--- src/rtl/shift_pkg.sv ---
// Shared encodings for the shift command sequencer and the registered shifter it drives.
package shift_pkg;

  localparam int unsigned DATA_W      = 8;
  localparam int unsigned SH_MAX_STEP = 3;
  localparam int unsigned SH_OP_W     = 3;
  localparam int unsigned SHAMT_W     = 2;
  localparam int unsigned CMD_OP_W    = 2;
  localparam int unsigned AMT_W       = 3;
  localparam int unsigned STATE_W     = 2;

  // Shifter op encodings
  localparam logic [SH_OP_W-1:0] SH_NOP  = 3'b000;
  localparam logic [SH_OP_W-1:0] SH_LOAD = 3'b001;
  localparam logic [SH_OP_W-1:0] SH_LSL  = 3'b010;
  localparam logic [SH_OP_W-1:0] SH_LSR  = 3'b011;
  localparam logic [SH_OP_W-1:0] SH_ASR  = 3'b100;

  // Command op encodings
  localparam logic [CMD_OP_W-1:0] CMD_LSL = 2'b00;
  localparam logic [CMD_OP_W-1:0] CMD_LSR = 2'b01;
  localparam logic [CMD_OP_W-1:0] CMD_ASR = 2'b10;
  localparam logic [CMD_OP_W-1:0] CMD_RSV = 2'b11;

  // Sequencer states
  localparam logic [STATE_W-1:0] S_IDLE  = 2'b00;
  localparam logic [STATE_W-1:0] S_LOAD  = 2'b01;
  localparam logic [STATE_W-1:0] S_SHIFT = 2'b10;
  localparam logic [STATE_W-1:0] S_RESP  = 2'b11;

  // Command kind to shifter op; reserved maps to NOP
  function automatic logic [SH_OP_W-1:0] map_op(input logic [CMD_OP_W-1:0] op);
    logic [SH_OP_W-1:0] r;
    case (op)
      CMD_LSL: r = SH_LSL;
      CMD_LSR: r = SH_LSR;
      CMD_ASR: r = SH_ASR;
      default: r = SH_NOP;
    endcase
    return r;
  endfunction

endpackage

--- src/rtl/shift_sequencer.sv ---
// Command front-end for the registered shifter: loads the operand, then splits the
// shift amount into steps of at most MAX_STEP, and returns the result on a handshake.
module shift_sequencer
  import shift_pkg::*;
#(
  parameter int unsigned W        = DATA_W,
  parameter int unsigned MAX_STEP = SH_MAX_STEP
) (
  input  logic                clk,
  input  logic                reset_n,
  input  logic                cmd_valid,
  output logic                cmd_ready,
  input  logic [CMD_OP_W-1:0] cmd_op,
  input  logic [AMT_W-1:0]    cmd_amt,
  input  logic [W-1:0]        cmd_data,
  output logic [SH_OP_W-1:0]  sh_op,
  output logic [SHAMT_W-1:0]  sh_shamt,
  output logic [W-1:0]        sh_d_in,
  input  logic [W-1:0]        sh_d_out,
  output logic                rsp_valid,
  input  logic                rsp_ready,
  output logic [W-1:0]        rsp_data,
  output logic                rsp_err,
  output logic                busy
);

  logic [STATE_W-1:0]  state_q, state_d;
  logic [CMD_OP_W-1:0] op_q, op_d;
  logic [AMT_W-1:0]    amt_q, amt_d;
  logic [W-1:0]        data_q, data_d;
  logic                err_q, err_d;
  logic [AMT_W-1:0]    step;
  logic                ready_c;

  always_ff @(posedge clk or negedge reset_n) begin
    if (!reset_n) begin
      state_q <= S_IDLE;
      op_q    <= '0;
      amt_q   <= '0;
      data_q  <= '0;
      err_q   <= 1'b0;
    end else begin
      state_q <= state_d;
      op_q    <= op_d;
      amt_q   <= amt_d;
      data_q  <= data_d;
      err_q   <= err_d;
    end
  end

  assign step = (amt_q > AMT_W'(MAX_STEP)) ? AMT_W'(MAX_STEP) : amt_q;

  // Next state and outputs; cmd_* only feeds the latch path, never sh_*
  always_comb begin
    state_d   = state_q;
    op_d      = op_q;
    amt_d     = amt_q;
    data_d    = data_q;
    err_d     = err_q;
    ready_c   = 1'b0;
    sh_op     = SH_NOP;
    sh_shamt  = '0;
    sh_d_in   = '0;
    rsp_valid = 1'b0;
    rsp_data  = '0;
    rsp_err   = 1'b0;

    case (state_q)
      S_IDLE: begin
        ready_c = 1'b1;
      end
      S_LOAD: begin
        sh_op   = SH_LOAD;
        sh_d_in = data_q;
        state_d = (amt_q == '0) ? S_RESP : S_SHIFT;
      end
      S_SHIFT: begin
        sh_op    = map_op(op_q);
        sh_shamt = SHAMT_W'(step);
        amt_d    = amt_q - step;
        if (amt_q <= AMT_W'(MAX_STEP)) begin
          state_d = S_RESP;
        end
      end
      S_RESP: begin
        rsp_valid = 1'b1;
        rsp_data  = sh_d_out;
        rsp_err   = err_q;
        if (rsp_ready) begin
          ready_c = 1'b1;
          state_d = S_IDLE;
        end
      end
      default: begin
        state_d = S_IDLE;
      end
    endcase

    // Accept: a reserved op is carried as a zero-amount load flagged as error
    if (ready_c && cmd_valid) begin
      state_d = S_LOAD;
      op_d    = cmd_op;
      data_d  = cmd_data;
      err_d   = (cmd_op == CMD_RSV);
      amt_d   = (cmd_op == CMD_RSV) ? '0 : cmd_amt;
    end
  end

  assign cmd_ready = ready_c & reset_n;
  assign busy      = (state_q != S_IDLE);

endmodule
--- config.mk ---
export PLATFORM = sky130hd
export DESIGN_NAME = shift_sequencer
export DESIGN_NICKNAME = d
export VERILOG_FILES = /design/src/rtl/shift_pkg.sv /design/src/rtl/shift_sequencer.sv
export SDC_FILE = /design/constraint.sdc
export NUM_CORES = 1
export LEC_CHECK = 0
export BUFFER_PORTS_ARGS = -buffer_cell sky130_fd_sc_hd__buf_2
export CORE_UTILIZATION = 47
export CTS_BUF_LIST = sky130_fd_sc_hd__clkbuf_2 sky130_fd_sc_hd__clkbuf_4 sky130_fd_sc_hd__clkbuf_8
export CTS_CLUSTER_SIZE = 24
export DETAILED_ROUTE_END_ITERATION = 7
export GPL_TIMING_DRIVEN = 0
export PLACE_DENSITY_LB_ADDON = 0.05
export SYNTH_ARGS = -nofsm -noshare
export SYNTH_HDL_FRONTEND = slang
export SYNTH_SLANG_ARGS = --single-unit
--- constraint.sdc ---
create_clock -name clk -period 2.3 [get_ports clk]
set_input_delay 0.23 -clock clk [delete_from_list [all_inputs] [get_ports clk]]
set_output_delay 0.23 -clock clk [all_outputs]
set_load 0.02 [all_outputs]
Word-level counts from Yosys, hierarchy flattened
Index checks and enable logic that the tools add are counted.

cells by class
  reductions and logical operators = 8
  $add $sub $neg = 1
  equal/unequal tests = 8
  muxes and demuxes = 18
  bitwise logic cells = 1
  magnitude comparators = 2

operators with widths
  kind                                                 number
  2-to-1 mux 8 bit                                     2
  2-to-1 mux 3 bit                                     4
  one-hot mux 3 bit (3 select lines)                   1
  == test 2 bit, second input constant                 4
  2-to-1 mux 2 bit                                     4
  inequality test 3 bit, second input constant         2
  one-hot mux 2 bit (3 select lines)                   1
  one-hot mux 3 bit (2 select lines)                   1
  == test 2 x 1 -> 1 bit, second input constant        2
  logical NOT 2 bit                                    2
  2-to-1 mux 1 bit                                     4
  nonzero test 2 bit                                   2
  nonzero test 4 bit                                   1
  > comparator 3 x 2 -> 1 bit, second input constant   1
  <= comparator 3 x 2 -> 1 bit, second input constant  1
  logical NOT 3 bit                                    1
  AND reduction 3 bit                                  1
  subtractor 3 bit                                     1
  one-hot mux 1 bit (2 select lines)                   1
  AND 1 bit                                            1
  logical AND 1 bit                                    1

storage, ports and cells
  flip-flop bits (word level) = 16
  word-level logic and storage cells = 43
  input bits = 25
  output and inout port bits = 25

Logic depth before layout (Yosys ltp)
Gate-level depths: netlist (run 1).

  word-level depth = 5
  mapped depth = 6
  depth with buffers taken out = 5

Least setup slack after synthesis (run 1)
No wires, ideal clock.

  path type = register to register
  start = register state_q[0]
  end = register data_q[0]
  setup slack = 0.509 ns
  library setup time = 0.125 ns
  arrival time = 1.666 ns
  path buffers = 1
  cell stages (with the launch flop) = 6
  period minus slack after synthesis = 1.791 ns
  required time = 2.175 ns
  path through = dfrtp_1 inv_1 ha_1 nor3b_4 buf_12 mux2_4

on the way
  cells in the longest elaborated chain, start to end = 3
  elaborated cells on any way between the ends = 4
  classes of those cells = eq/ne (1); mux (1); reduce/logical (2)

ends and longest elaborated chain
  what                                                       line                    RTL
  from (decl)                                                shift_sequencer.sv:27   logic [STATE_W-1:0] state_q, state_d;
  from (signal assigned)                                     shift_sequencer.sv:43   state_q <= state_d;
  == test 2 bit / logical NOT 2 bit (equally long branches)  shift_sequencer.sv:68   case (state_q)
  one-hot mux 1 bit (2 select lines) *                       shift_sequencer.sv:68
  logical AND 1 bit *                                        shift_sequencer.sv:100  if (ready_c && cmd_valid) begin
  to (signal assigned)                                       shift_sequencer.sv:46   data_q <= data_d;
  to (decl)                                                  shift_sequencer.sv:30   logic [W-1:0] data_q, data_d;

Mark *: on every way between the ends. The rest lies on a longest branch, timed or not.
A chain may end at the register's enable or synchronous reset.

Final worst setup path (run 1)
  start = register state_q[0]
  end = register op_q[0]

on the way
  cells in the longest elaborated chain, start to end = 3
  elaborated cells on any way between the ends = 4
  classes of those cells = eq/ne (1); mux (1); reduce/logical (2)

ends and longest elaborated chain
  what                                                       line                    RTL
  == test 2 bit / logical NOT 2 bit (equally long branches)  shift_sequencer.sv:68
  one-hot mux 1 bit (2 select lines) *                       shift_sequencer.sv:68
  logical AND 1 bit *                                        shift_sequencer.sv:100
  to (signal assigned)                                       shift_sequencer.sv:44   op_q <= op_d;
  to (decl)                                                  shift_sequencer.sv:28   logic [CMD_OP_W-1:0] op_q, op_d;

Marked as above.

==> run metrics, run 1 <==
status=complete, no violations; die width=48.4 um; cts repair resizes=0; dominant cells by area after synthesis=dfrtp_1, and2_1, ha_1; fin crit period=2.01 ns; vias per cell=4.61; met2 wire length=868 um; RSZ-0062 raised after global routing=false; initial DRC count=3; sequential fraction of the synthesis area=39.6%; die area=0.00234 mm^2; first-pass GRT wire length=3150 um; MaxCap Viol Count=0; cell taking the most area after synthesis=dfrtp_1; Setup crit start kind=flip-flop; vias in the first global route=755; Core Box Area=0.00200 mm^2; count of cell types in the netlist=27; Lkg Pwr=0.709 nW; share of cells above drive strength 1=47.9%; initial core utilization=50.6%; post-route DRC violation count=0; maximum vdd drop=693 uV; Worst Skew=0.00252 ns; clk_lat worst skew=0.27 ns; number of synthesized flops with an enable pin=0; CTS Buf Count=3; Avg Inst Size Synth=11.2 um^2; critical path's largest stage delay=0.46 ns; CP Capture Point=op_q[0]$_DFFE_PN0P_; CTS root buf=clkbuf_4; endpoints failing hold=0; share of the synthesized area in the top cell type=39.6%; Worst Reg-to-Reg Cells=5; fin crit share=87.4%; initial antenna violation count=0; diode count=0; WL per Instance=10.8 um; slack of the worst reg-to-reg path=0.29 ns; reg-to-reg critical path startpoint=state_q[0]$_DFFE_PN0P_; post-synthesis register bit count=16; CP Cell Sequence=inv_1 > ha_1 > nor3b_4 > buf_12 > mux2_4; post-layout util=66.8%; worst reg2reg path endpoint=op_q[0]$_DFFE_PN0P_; area delta synth->final=32.1%; Post-Syn Area=0.00101 mm^2; Slew Viols, Final=0; Max-slew headroom=71.7%; Die Y=48.4 um; setup tns final=0 ns; gr ovfl total=0; Total GRT Usage=17.1%; worst path required time=2.47 ns; fin nets=176; Synth top cells by count=and2_1, dfrtp_1, ha_1, mux2_2, mux2i_1; f_max=497 MHz; Worst setup EP type=flip-flop; count leader, synth=and2_1; final WL=1850 um; Slew @ Worst Pin=0.423 ns; cells after synthesis=90; Pwr Total=1.86 mW; Boundary Pins=50; hold crit path type=input port to flip-flop; Clock Path Buffers=2; GP Congestion=0.781; CP max-delay cell=dfrtp_1; async set or reset register ratio after synthesis=100%; via count=789; clk slew on worst S/H paths=0.09 ns; PortBufs=49; crit path DAT=2.18 ns; num rows=16; Routed met1 length=885 um; CTS tree=built; CTS sink cnt=16; critical setup path kind=flip-flop to flip-flop; Synth Warn #=0; drt first pass iters=4; power density over the cells=1390 mW/mm^2; prevailing post-synth register cell=dfrtp_1; crit-path max FO=10; syn nets=121; met3 routed WL=91 um; largest net degree at the start of global routing=18; H-tree levels=1; top sig layer=met3; antenna viol nets, final=0; final-report setup violation count=0; Setup crit start=state_q[0]$_DFFE_PN0P_
[layer usage]
metal | vias to the layer above | global-route usage (%)
li1 | 414 | -
met1 | 344 | 22.4
met2 | 31 | 29.1
met3 | 0 | 3.14
met4 | 0 | 4.41
met5 | - | 0
[logic make-up (layout without fill, tap and decap cells)]
logic type                 after synthesis  count (layout)  synth area share (%)
and+or+nand+nor                         34              34                  21.5
DFF                                     16              16                  39.6
AOI/OAI and AO/OA                        8               8                  5.93
adders and majority gates                6               6                  7.42
buffers and inverters                    8              62                  4.70
xor gates and xnor gates                 1               1                 0.865
muxes                                   17              17                  20.0
[worst min-delay path by stage]
stage | cells after the start | slack [ns] | startpoint | to
6_report | 2 | 0.18 | cmd_data[7] | data_q[7]$_DFFE_PN0P_
5_1_grt | 2 | 0.16 | cmd_data[0] | data_q[0]$_DFFE_PN0P_
4_1_cts | 2 | 0.17 | cmd_data[7] | data_q[7]$_DFFE_PN0P_
3_5_place_dp | 1 | 0.16 | reset_n | state_q[1]$_DFFE_PN0P_
3_3_place_gp | 1 | 0.17 | reset_n | state_q[0]$_DFFE_PN0P_
2_1_floorplan | 0 | -0.07 | reset_n | amt_q[0]$_DFFE_PN0P_
[metrics by stage]
step                setup WS (ns)  hold WS (ns)  std cells  instance area, um^2
floorplan                   0.509       -0.0656         90                 1010
CTS                         0.254         0.171        171                 1340
finish                      0.290         0.179        171                 1340
global route                0.141         0.158        171                 1340
global placement            0.312         0.166        166                 1290
detailed placement          0.268         0.163        166                 1290
[sequential cells by signal (all words and copies together), names as in the netlist]
signal / count
op_q: 2
amt_q: 3
state_q: 2
data_q: 8
err_q: 1
[power by group]
group | total [mW] | switching, mW | internal (mW)
combinational | 1.14 | 0.590 | 0.548
clock | 0.179 | 0.0827 | 0.0961
sequential | 0.542 | 0.112 | 0.430
[layout make-up]
class                      count  area, um^2
buffer                         3        28.8
clock buffer                   4        36.3
fill                         179         664
inverter                       5        18.8
multi-input combinational     66         564
sequential                    16         400
tap                           27        33.8
timing repair buffer          50         255
[layout by cell type (no fill, tap or decap), types with 2 or more instances in the layout]
cell type	instances
and2_1	18
nand2_1	5
clkbuf_4	3
mux2i_1	6
dfrtp_1	16
o21a_1	2
mux2_4	5
mux2_2	6
o21ai_0	2
nand2b_1	2
inv_1	5
buf_2	49
nor3b_1	2
ha_1	6
[worst max-delay path, delay by kind of cell (launching register included)]
family / cells / cell delay [ns]
flip-flops: 1 / 0.46
AND/OR/NAND/NOR: 1 / 0.44
adder cells (fa/ha/maj): 1 / 0.40
buffers and inverters: 2 / 0.30
multiplexers: 1 / 0.30
[timing repair]
item	CTS	global route
setup buffers	0	0
hold buffers	1	0
endpoints found under the hold margin	16	0
Note: power is estimated with default switching activity, not from simulation.
==> run 2: changes to the inputs <==
--- a/config.mk
+++ b/config.mk
@@ -6,7 +6,7 @@
 export NUM_CORES = 1
 export LEC_CHECK = 0
 export BUFFER_PORTS_ARGS = -buffer_cell sky130_fd_sc_hd__buf_2
-export CORE_UTILIZATION = 47
+export CORE_UTILIZATION = 42
 export CTS_BUF_LIST = sky130_fd_sc_hd__clkbuf_2 sky130_fd_sc_hd__clkbuf_4 sky130_fd_sc_hd__clkbuf_8
 export CTS_CLUSTER_SIZE = 24
 export DETAILED_ROUTE_END_ITERATION = 7
==> constraint.sdc (replaced) <==
create_clock -name clk -period 1.82 [get_ports clk]
set_input_delay 0.182 -clock clk [delete_from_list [all_inputs] [get_ports clk]]
set_output_delay 0.182 -clock clk [all_outputs]
set_load 0.02 [all_outputs]
==> run 2 against run 1 <==
Net effect: total power increased by 35%; sequential power increased by 24%; sequential share of layout area fell by 1.0 points; clock-buffer cell count stayed put; register-to-register slack lost 0.21 ns; cell area grew 3.8%; fmax is 15% higher; utilization down 4.6 points; global-route usage is 0.28 points higher; hold slack lost 0.062 ns; combinational power up 40%; largest power group unchanged.
==> run metrics, run 2 (same netlist as run 1, synthesis figures left out) <==
Slew Viols, Final=0 (unchanged); diode count=0 (unchanged); hold crit path type=input port to flip-flop; f_max=574 MHz (+15%); reg-to-reg critical path startpoint=state_q[0]$_DFFE_PN0P_; clk slew on worst S/H paths=0.10 ns (about the same); Worst setup EP type=flip-flop; H-tree levels=1 (unchanged); CP Cell Sequence=buf_4 > ha_1 > a21oi_2 > nor3b_4 > buf_4 > mux2_2; post-route DRC violation count=0 (unchanged); critical path's largest stage delay=0.40 ns (-0.06 ns); Lkg Pwr=0.725 nW (+2.3%); Worst Skew=0.00573 ns (+0.00321 ns); worst path required time=2.00 ns (-0.47 ns); commonest non-fill, non-tap cell in the layout=buf_2; initial DRC count=3 (unchanged); WL per Instance=11.6 um (+7.2%); Slew @ Worst Pin=0.351 ns (-0.0725 ns); status=complete, no violations; Worst Path Buf+Inv=2 (unchanged); area delta synth->final=37.2%; fin crit period=1.74 ns (-0.268 ns); CTS Buf Count=3 (unchanged); via count=815 (+3.3%); Hold Path Depth=3 (+1); antenna viol nets, final=0 (unchanged); Worst Reg-to-Reg Cells=6 (+1); num rows=17 (+1); endpoints failing hold=0 (unchanged); Setup crit start kind=flip-flop; max reg flops=8 (unchanged); largest net degree at the start of global routing=18 (unchanged); vias in the first global route=789 (+4.5%); commonest non-fill, non-tap cells in the layout=buf_2, and2_1, dfrtp_1, mux2i_1, mux2_2; CTS sink cnt=16 (unchanged); gr ovfl total=0 (unchanged); PortBufs=49 (unchanged); post-layout util=62.2% (-4.6 points); crit path DAT=1.92 ns (-0.26 ns); dpl cells=167 (+0.60%); slack of the worst reg-to-reg path=0.08 ns (-0.21 ns); Die Y=51.1 um (+5.5%); Crit path max-delay family=flip-flops; fin crit share=95.7% (+8.3 points); final WL=2020 um (+9.7%); initial core utilization=45.3% (-5.2 points); Boundary Pins=50 (unchanged); Top reg by flops=data_q; hold worst-path end=amt_q[1]$_DFFE_PN0P_; MaxCap Viol Count=0 (unchanged); Max-slew headroom=75.9% (+4.2 points); critical setup path kind=flip-flop to flip-flop; clk_lat worst skew=0.29 ns (+0.02 ns); die width=51.1 um (+5.5%); hold slack=0.118 ns (-0.0617 ns); Critical Path Most Common Cell=buf_4; CTS tree=built; crit-path max FO=5 (-5); fillcell total=206 (+15%); fin nets=179 (+1.7%); worst reg2reg path endpoint=data_q[4]$_DFFE_PN0P_; vias per cell=4.66 (+0.93%); maximum vdd drop=984 uV (+42%); DP Wirelength=1470 um; initial antenna violation count=0 (unchanged); post-route insts no fill=175 (+2.3%); Core Box Area=0.00223 mm^2 (+12%); GP Congestion=0.775 (-0.73%); final-report setup violation count=0 (unchanged); first-pass GRT wire length=3350 um (+6.4%); Total GRT Usage=17.4% (+0.28 points); share of cells above drive strength 1=53.7% (+5.8 points); CTS root buf=clkbuf_4; die area=0.00261 mm^2 (+11%); Hold Path Origin=cmd_amt[1]; CP max-delay cell=dfrtp_1; biggest regs=data_q x8, amt_q x3; drt first pass iters=4 (unchanged); Setup crit start=state_q[0]$_DFFE_PN0P_; power density over the cells=1810 mW/mm^2 (+30%); Clock Path Buffers=2 (unchanged)
[run 2: report_power, final]
group          internal [mW]  switching, mW  total [mW]
clock                  0.122          0.113       0.235
combinational          0.796          0.809        1.60
sequential             0.546          0.126       0.672
total                   1.46           1.05        2.51
[run 2: routing by layer]
layer  routed length, um  vias up  global-route usage, %
met5                   0        -                      0
met4                   9        0                   4.17
met3                 138        2                   5.06
met2                 950       33                   29.4
met1                 925      366                   21.6
li1                    -      414                      -
[run 2: layout make-up]
cell class,instances,area [um^2],share of cell area [%]
multi-input combinational,66,584,42.1
sequential,16,402,28.9
timing repair buffer,54,288,20.7
clock buffer,4,36.3,2.61
tap,28,35.0,2.52
buffer,2,25.0,1.80
inverter,5,18.8,1.35
[run 2: what timing repair did]
action,CTS,global route
setup endpoints to repair,18,11
pin swaps,1,0
setup buffers,4,0
resized for setup,5,6
hold endpoints to repair,16,0
hold buffers,1,0
[run 2: stage by stage]
stage                     total power [mW]  setup WS (ns)  instance area [um^2]  setup TNS [ns]
after floorplan                       1.78         0.0294                  1010               0
after global placement                2.11         -0.163                  1290          -0.999
after detailed placement              2.15         -0.159                  1290          -0.986
after CTS                             2.51         0.0139                  1390               0
after global routing                  2.73        -0.0225                  1390         -0.0923
final                                 2.51         0.0777                  1390               0
[run 2: worst register-to-register path: stages (launching register included)]
cell     delay [ns]
dfrtp_1        0.40
buf_4          0.13
ha_1           0.18
a21oi_2        0.09
nor3b_4        0.30
buf_4          0.21
mux2_2         0.33
[run 2: worst max path at each step]
stage | endpoint | slack, ns | cells after the start
finish | data_q[4]$_DFFE_PN0P_ | 0.08 | 6
global route | rsp_data[0] | -0.02 | 5
CTS | rsp_data[7] | 0.01 | 5
detailed placement | op_q[1]$_DFFE_PN0P_ | -0.16 | 5
global placement | data_q[6]$_DFFE_PN0P_ | -0.16 | 5
floorplan | data_q[0]$_DFFE_PN0P_ | 0.03 | 5
==> run 3: changes to the inputs <==
--- a/config.mk
+++ b/config.mk
@@ -11,7 +11,7 @@
 export CTS_CLUSTER_SIZE = 24
 export DETAILED_ROUTE_END_ITERATION = 7
 export GPL_TIMING_DRIVEN = 0
-export PLACE_DENSITY_LB_ADDON = 0.05
+export PLACE_DENSITY_LB_ADDON = 0.15
 export SYNTH_ARGS = -nofsm -noshare
 export SYNTH_HDL_FRONTEND = slang
 export SYNTH_SLANG_ARGS = --single-unit
==> constraint.sdc (replaced) <==
create_clock -name clk -period 1.82 [get_ports clk]
set_input_delay 0.364 -clock clk [delete_from_list [all_inputs] [get_ports clk]]
set_output_delay 0.364 -clock clk [all_outputs]
set_load 0.02 [all_outputs]
==> run 3 against run 2 <==
Net effect: the run now ends with negative setup slack left; final cell count is 4.0% higher; via count is 5.0% higher; cell area is 10% higher; first-iteration DRC count is 33% lower; register-to-register slack worse by 0.12 ns; flip-flop and latch count stayed put; clock skew is 0.0031 ns lower; largest cell class unchanged; hold slack better by 0.19 ns; sequential power is 3.3% higher; combinational power is 21% higher; die area stayed put; global-route usage is 4.4 points higher.
==> run metrics, run 3 (same netlist as run 1, synthesis figures left out) <==
num rows=17 (unchanged); Core Box Area=0.00223 mm^2 (unchanged); power density over the cells=1870 mW/mm^2 (+3.6%); CTS root buf=clkbuf_4; RSZ-0062 raised after global routing=true; worst reg2reg path endpoint=data_q[6]$_DFFE_PN0P_; GP Congestion=0.772 (-0.40%); CTS sink cnt=16 (unchanged); vias per cell=4.70 (+0.99%); initial DRC count=2 (-1); Top reg by flops=data_q; maximum vdd drop=1000 uV (+2.1%); WL per Instance=13.5 um (+17%); commonest non-fill, non-tap cell in the layout=buf_2; biggest regs=data_q x8, amt_q x3; CTS Buf Count=3 (unchanged); gr ovfl total=0 (unchanged); PortBufs=49 (unchanged); Total GRT Usage=21.7% (+4.4 points); Worst Skew=0.00267 ns (-0.00305 ns); initial antenna violation count=0 (unchanged); commonest non-fill, non-tap cells in the layout=buf_2, and2_1, dfrtp_1, buf_4; clk_lat worst skew=0.28 ns (about the same); die width=51.1 um (unchanged); clk slew on worst S/H paths=0.10 ns (about the same); H-tree levels=1 (unchanged); first-pass GRT wire length=4060 um (+21%); Boundary Pins=50 (unchanged); final-report setup violation count=17 (+17); hold crit path type=input port to flip-flop; post-route DRC violation count=0 (unchanged); Slew Viols, Final=0 (unchanged); area occupied by multi-input gates=637 um^2 (+9.0%); MaxCap Viol Count=0 (unchanged); fillcell total=179 (-13%); post-layout util=68.5% (+6.3 points); die area=0.00261 mm^2 (unchanged); area delta synth->final=51.2%; fin crit period=1.92 ns (+0.176 ns); Setup crit start=state_q[1]$_DFFE_PN0P_; largest net degree at the start of global routing=17 (-1); Worst setup EP type=primary output; vias in the first global route=872 (+11%); DP Wirelength=1650 um (+12%); drt first pass iters=4 (unchanged); CP max-delay cell=dfrtp_2; Worst Reg-to-Reg Cells=6 (unchanged); endpoints failing hold=0 (unchanged); setup tns final=-0.837 ns (-0.837 ns); Setup WS post-layout=-0.0985 ns (-0.176 ns); f_max=521 MHz (-9.2%); Lkg Pwr=0.777 nW (+7.3%); Die Y=51.1 um (unchanged); initial core utilization=45.3% (unchanged); diode count=0 (unchanged); max reg flops=8 (unchanged); Slew @ Worst Pin=0.731 ns (+0.380 ns); critical setup path kind=flip-flop to primary output; Worst Path Buf+Inv=2 (unchanged); status=complete, but fails checks; final WL=2460 um (+22%); cell count along the critical path=6 (unchanged); reg-to-reg critical path startpoint=state_q[1]$_DFFE_PN0P_; Setup crit start kind=flip-flop; antenna viol nets, final=0 (unchanged); critical path's largest stage delay=0.43 ns (+0.03 ns); failing checks=negative setup slack; slack of the worst reg-to-reg path=-0.04 ns (-0.12 ns); worst path required time=1.46 ns (-0.54 ns); Max-slew headroom=51.1% (-25 points); CTS tree=built; CP Cell Sequence=inv_2 > ha_4 > nand2_4 > nor2_4 > a22o_1 > buf_6; via count=856 (+5.0%); Clock Path Buffers=2 (unchanged); Crit path max-delay family=flip-flops; fin nets=186 (+3.9%); Sequential Area=402 um^2 (unchanged); CP Capture Point=sh_op[0]; crit-path max FO=5 (unchanged); share of cells above drive strength 1=59.1% (+5.3 points); fin crit share=105% (+9.7 points); crit path DAT=1.55 ns (-0.37 ns); Pwr Total=2.87 mW (+14%)
## run 3: cell types whose count changed in the layout (fill, tap and decap cells not counted), moves of 2 or more
cell | previous run | this run
buf_4 | 5 | 11
ha_1 | 4 | 2
buf_6 | 0 | 2
nor3b_1 | 2 | 0
ha_4 | 1 | 3
nor3b_2 | 0 | 2
buf_2 | 48 | 45
## run 3: how the worst min path moves through the flow
stage	from	to	slack (ns)	depth (start not counted)
floorplan	reset_n	amt_q[0]$_DFFE_PN0P_	0.07	0
global route	cmd_data[7]	data_q[7]$_DFFE_PN0P_	0.29	2
finish	cmd_data[0]	data_q[0]$_DFFE_PN0P_	0.31	2
detailed placement	reset_n	data_q[2]$_DFFE_PN0P_	0.30	1
CTS	cmd_data[0]	data_q[0]$_DFFE_PN0P_	0.30	2
global placement	reset_n	data_q[2]$_DFFE_PN0P_	0.30	1
## run 3: final cells by class
| cell class | count | share of cell area, % |
|---|---|---|
| timing repair buffer | 61 | 24.0 |
| clock buffer | 4 | 2.37 |
| tap | 28 | 2.29 |
| sequential | 16 | 26.2 |
| inverter | 5 | 1.23 |
| multi-input combinational | 66 | 41.6 |
| buffer | 2 | 2.21 |
## run 3: what timing repair did
item / in CTS / in global routing
setup endpoints to repair: 35 / 38
pin swaps: 3 / 4
cloned: 1 / 0
gates resized for setup: 19 / 7
hold endpoints to repair: 16 / 0
buffers inserted: 8 / 2
hold buffers: 1 / 0
## run 3: per-layer routing
metal / vias to the layer above / routed length, um / GRT usage (%)
li1: 431 / - / -
met1: 394 / 988 / 26.9
met2: 25 / 1340 / 37.3
met3: 6 / 90 / 5.06
met4: 0 / 38 / 6.48
met5: - / 0 / 0
## run 3: per-stage QoR
step                      setup WS [ns]  std cells  hold slack (ns)  area, um^2
after detailed placement         -0.180        167            0.303        1300
after global placement           -0.159        167            0.299        1300
final                           -0.0985        182            0.308        1530
after floorplan               -0.000634         90           0.0684        1020
after global routing             -0.169        182            0.294        1530
after CTS                       -0.0623        181            0.302        1490
## run 3: report_power, final
part           leakage (nW)  switching [mW]  internal (mW)
Clock                0.0210           0.111          0.122
Sequential            0.191           0.148          0.546
Combinational         0.566           0.935           1.01
Total                 0.777            1.19           1.67
